File: src/rtl/fpmult_pkg.sv
`default_nettype none
// ============================================================================
// Module   : fpmult_pkg
// Purpose  : Shared FP32 multiplier widths and IEEE754 flag bit positions.
// Revision : 1.0 - initial release
// ============================================================================
package fpmult_pkg;
  localparam int FP_W   = 32;
  localparam int FLAG_W = 5;

  localparam int FLG_NV = 4;
  localparam int FLG_DZ = 3;
  localparam int FLG_OF = 2;
  localparam int FLG_UF = 1;
  localparam int FLG_NX = 0;

  localparam int ENTRY_W = FP_W + FLAG_W;
endpackage : fpmult_pkg
`default_nettype wire

File: src/rtl/fpmult_sync_fifo.sv
`default_nettype none
// ============================================================================
// Module   : fpmult_sync_fifo
// Purpose  : Generic power-of-two synchronous FIFO with occupancy level.
// Revision : 1.0 - initial release
// ============================================================================
module fpmult_sync_fifo #(
  parameter  int DEPTH = 4,
  parameter  int WIDTH = 37,
  localparam int PTR_W = $clog2(DEPTH),
  localparam int LVL_W = PTR_W + 1
) (
  input  logic             clk,
  input  logic             rst,
  input  logic             i_push,
  input  logic [WIDTH-1:0] i_data,
  input  logic             i_pop,
  output logic [WIDTH-1:0] o_data,
  output logic             o_full,
  output logic             o_empty,
  output logic [LVL_W-1:0] o_level
);

  localparam logic [LVL_W-1:0] C_FULL = LVL_W'(DEPTH);

  logic [WIDTH-1:0] r_mem [DEPTH];
  logic [PTR_W-1:0] r_wptr;
  logic [PTR_W-1:0] r_rptr;
  logic [LVL_W-1:0] r_level;
  logic             w_push;
  logic             w_pop;

  // Full blocks a push even when a pop happens in the same cycle.
  assign o_full  = (r_level == C_FULL);
  assign o_empty = (r_level == '0);
  assign w_push  = i_push && !o_full;
  assign w_pop   = i_pop && !o_empty;
  assign o_data  = r_mem[r_rptr];
  assign o_level = r_level;

  always_ff @(posedge clk) begin
    if (w_push) begin
      r_mem[r_wptr] <= i_data;
    end
  end

  always_ff @(posedge clk or negedge rst) begin
    if (!rst) begin
      r_wptr  <= '0;
      r_rptr  <= '0;
      r_level <= '0;
    end else begin
      if (w_push) r_wptr <= r_wptr + PTR_W'(1);
      if (w_pop)  r_rptr <= r_rptr + PTR_W'(1);
      case ({w_push, w_pop})
        2'b10:   r_level <= r_level + LVL_W'(1);
        2'b01:   r_level <= r_level - LVL_W'(1);
        default: r_level <= r_level;
      endcase
    end
  end

endmodule : fpmult_sync_fifo
`default_nettype wire

File: src/rtl/fpmult_out_stage.sv
`default_nettype none
// ============================================================================
// Module   : fpmult_out_stage
// Purpose  : FP32 multiplier output buffer with sticky flags and exception count.
// Revision : 1.0 - initial release
// ============================================================================
module fpmult_out_stage
  import fpmult_pkg::*;
#(
  parameter  int DEPTH = 4,
  parameter  int CNT_W = 16,
  localparam int LVL_W = $clog2(DEPTH) + 1
) (
  input  logic              clk,
  input  logic              rst,
  input  logic              in_valid,
  input  logic [FP_W-1:0]   in_result,
  input  logic [FLAG_W-1:0] in_flags,
  output logic              in_ready,
  output logic              out_valid,
  output logic [FP_W-1:0]   out_result,
  output logic [FLAG_W-1:0] out_flags,
  input  logic              out_ready,
  input  logic              flags_clr,
  output logic [FLAG_W-1:0] sticky_flags,
  output logic [CNT_W-1:0]  exc_count,
  output logic [LVL_W-1:0]  level
);

  logic                w_full;
  logic                w_empty;
  logic                w_push;
  logic                w_exc;
  logic [ENTRY_W-1:0]  w_head;
  logic [FLAG_W-1:0]   r_sticky;
  logic [CNT_W-1:0]    r_exc_cnt;

  fpmult_sync_fifo #(
    .DEPTH (DEPTH),
    .WIDTH (ENTRY_W)
  ) u_fifo (
    .clk     (clk),
    .rst     (rst),
    .i_push  (in_valid),
    .i_data  ({in_flags, in_result}),
    .i_pop   (out_ready),
    .o_data  (w_head),
    .o_full  (w_full),
    .o_empty (w_empty),
    .o_level (level)
  );

  assign in_ready   = !w_full;
  assign out_valid  = !w_empty;
  assign out_result = w_head[FP_W-1:0];
  assign out_flags  = w_head[ENTRY_W-1:FP_W];

  assign w_push = in_valid && in_ready;
  // Only invalid, divide-by-zero and overflow count as exceptional.
  assign w_exc  = |in_flags[FLG_NV:FLG_OF];

  always_ff @(posedge clk or negedge rst) begin
    if (!rst) begin
      r_sticky  <= '0;
      r_exc_cnt <= '0;
    end else if (flags_clr) begin
      r_sticky  <= w_push ? in_flags : '0;
      r_exc_cnt <= (w_push && w_exc) ? CNT_W'(1) : '0;
    end else if (w_push) begin
      r_sticky <= r_sticky | in_flags;
      if (w_exc && (r_exc_cnt != '1)) begin
        r_exc_cnt <= r_exc_cnt + CNT_W'(1);
      end
    end
  end

  assign sticky_flags = r_sticky;
  assign exc_count    = r_exc_cnt;

endmodule : fpmult_out_stage
`default_nettype wire

File: config.mk
export PLATFORM = sky130hd
export DESIGN_NAME = fpmult_out_stage
export DESIGN_NICKNAME = d
export VERILOG_FILES = /design/src/rtl/fpmult_pkg.sv /design/src/rtl/fpmult_sync_fifo.sv /design/src/rtl/fpmult_out_stage.sv
export SDC_FILE = /design/constraint.sdc
export NUM_CORES = 1
export LEC_CHECK = 0
export ABC_AREA = 1
export CORE_AREA = 4 4 116 118
export CTS_CLUSTER_SIZE = 8
export DETAILED_ROUTE_END_ITERATION = 16
export DIE_AREA = 0 0 120 122
export PLACE_DENSITY = 0.92
export SYNTH_ARGS = -nofsm -noshare
export SYNTH_HDL_FRONTEND = slang
export SYNTH_SLANG_ARGS = --single-unit
File: constraint.sdc
create_clock -name clk -period 8.4 [get_ports clk]
set_clock_uncertainty 0.05 [all_clocks]
set_input_delay 0.84 -clock clk [delete_from_list [all_inputs] [get_ports clk]]
set_output_delay 0.84 -clock clk [all_outputs]
set_load 0.02 [all_outputs]
==> results.yml <==
cells_and_area:
  nNetsFinal: 715
  mostFrequentLayoutCells: "148 x edfxtp_1, 104 x clkdlybuf4s50_1, 94 x nor2_1, 80 x o21ai_0, 61 x nand2_1"
  drive_gt1_share_pct: 7.52
  ff_latch_area_sq_mm: 0.00515
  area_growth_pct: 24.9
  final_core_util_pct: 71.3
  fillCellCount: 791
  multi_input_area_sq_mm: 0.00176
  layout_commonest_cell: "edfxtp_1"
  n_antenna_cell: 0
sta:
  worst_pin_slew_ps: 1270
  hold_violations: 0
  setup_violations: 0
  fmax_mhz: 219
  hold_ws_ps: 455
  maxSlewViolCount: 0
  finalCritPeriodShare_pct: 54.3
  final.min_clock_period_ps: 4560
  slew_headroom_pct: 15.2
  fin_tns_setup_ps: 0
  rsz0062_at_grt: "no"
route:
  drcViolationCount: 0
  num_vias: 4904
  wl_per_cell_um: 19.5
  routed_via_density: 5.77
  drtPass1Iterations: 5
  ant_nets: 0
  wl_met1_mm: 6.43
  route.met3.wl_mm: 1.17
  drt-initial-drc-count: 539
  maxUsedRoutingLayer: "met4"
  dr_wl_met2_mm: 8.61
  wl_mm: 16.5
worst_setup_path:
  worstPathArrival_ps: 3670
  critPathKind: "reg2out"
  critPathLaunchType: "flip-flop"
  cp_max_fo: 76
  cp.required_ps: 7510
  end_kind: "primary output"
yosys:
  synthAdderAreaFrac_pct: 1.34
  syn_inst: 570
  synth.avg_cell_area_sq_um: 12.5
  synthSimpleGateAreaFrac_pct: 12.3
  async_flop_share_pct: 15.9
  synth-compound-area-share_pct: 9.80
  synthTopCellsByArea: "edfxtp_1 62%, dfrtp_1 9.8%, o21ai_0 5.6%, nor2_1 5.2%, o22ai_1 3.3%"
  synth_seq_cells: 176
  seq_area_frac_synth_pct: 72.3
  synth_edf_count: 148
  synthXorXnorAreaFrac_pct: 0.862
  ys.flop_type: "edfxtp_1"
  syn-num-nets: 619
  yosysWarnings: 0
  yosysTopAreaCell: "edfxtp_1"
  syn_area_sq_mm: 0.00711
  synth_top_area_share_pct: 62.5
  synth_top_family_by_area: "simple AND/OR/NAND/NOR gates"
  synth.distinct_cells: 28
  muxShareOfSynthArea_pct: 0
cts:
  worstSkewPairLatency_ps: 420
  cts_buffers: 17
  htree_levels: 4
  cts_hold_buf: 0
  clock_path_buffers: 2
  cts_tree: "yes"
  clk_pin_slew_worst_paths_ps: 60
  cts_setup_buffers: 0
  cts_sinks: 176
  clockRootBuffer: "clkbuf_16"
  cts.repair.resized: 0
placed_design:
  routabilityCongestion: 0.894
  hpwl_mm: 9.67
  port_buffers: 104
global_route:
  antenna_found_initial: 0
  grt_usage_pct: 22.9
  gr-total-overflow: 0
  grt_first_pass_wirelength_mm: 25.6
  grt_max_degree: 77
  grt_pass1_vias: 4989
outcome:
  status: "complete, no violations"
floorplanning:
  rows: 41
  die_y_um: 122
  coreArea_sq_mm: 0.0125
  die_x_um: 120
  start_util_pct: 57.1
  io_pins: 105
  die_area_sq_mm: 0.0146
power_and_ir_drop:
  power_density_mw_per_mm2: 364
  peakVddDrop_mv: 0.213
  p_leak_nw: 3.16
worst_hold_path:
  hp-class: "reg2reg"
run:
  drv_cap: 0
[worst max-delay path: stages, from the launching register on]
cell             delay (ps)
dfrtp_2                1210
inv_2                   840
o21ai_0                 480
o22ai_1                 150
clkdlybuf4s50_1         560
[Yosys cell counts, types with 2 or more instances]
library cell / instances
buf_2: 6
o21ai_0: 80
dfrtp_1: 28
nor2_2: 2
nor2_4: 2
clkbuf_1: 18
nand2_2: 6
edfxtp_1: 148
nand2_1: 61
nand4_1: 15
or2_2: 4
ha_1: 6
o22ai_1: 37
o21bai_1: 4
xor2_1: 6
nor2_1: 98
a21oi_1: 3
buf_8: 2
nand3_1: 11
inv_1: 24
a32o_1: 2
[final cells by class]
class	instances	share of cell area, %
sequential	176	57.9
multi-input combinational	341	19.8
timing repair buffer	105	11.8
clock buffer	18	4.83
tap	172	2.42
clock inverter	13	2.17
inverter	25	1.06
[kinds of logic after synthesis]
family,Yosys count
xor+xnor,7
simple gates,201
buf+inv,53
compound gates,126
fa+ha+maj,7
flops,176
[state kept, by name (all words and copies together), names as in the netlist]
name and cells:
u_fifo.r_rptr 2, u_fifo.r_wptr 2, sticky_flags 5, exc_count 16, u_fifo.o_level 3, u_fifo.r_mem 148
[worst paths after layout]
check | end | slack, ps | depth (start not counted) | start
min in group asynchronous | exc_count[0] | 760 | 2 | rst
max in group asynchronous | u_fifo.r_rptr[0] | 7230 | 2 | rst
worst min-delay path | u_fifo.o_level[0] | 460 | 1 | u_fifo.o_level[0]
worst max-delay path | out_result[21] | 3840 | 4 | u_fifo.r_rptr[0]
worst min register to register | u_fifo.o_level[0] | 460 | 1 | u_fifo.o_level[0]
worst max register to register | u_fifo.r_rptr[1] | 5600 | 3 | u_fifo.r_rptr[0]
[where the power goes]
group	switching, mW	internal [mW]
clock network	0.312	0.522
registers	0.134	1.13
logic	0.683	0.444
[metrics by stage]
stage          setup slack [ps]  std cells  power (mW)  cell area (sq um)
2_1_floorplan              5240        570        1.88               7110
3_3_place_gp               4470        819        2.34               8260
3_5_place_dp               4390        819        2.39               8260
4_1_cts                    3880        850        3.24               8880
5_1_grt                    3590        850        3.38               8880
6_report                   3840        850        3.23               8880
[per-layer routing]
layer	vias up	track usage, %
li1	2234	-
met1	2409	27.8
met2	228	39.6
met3	33	6.59
met4	0	8.23
met5	-	0
Power figures use the tool's default switching activity.
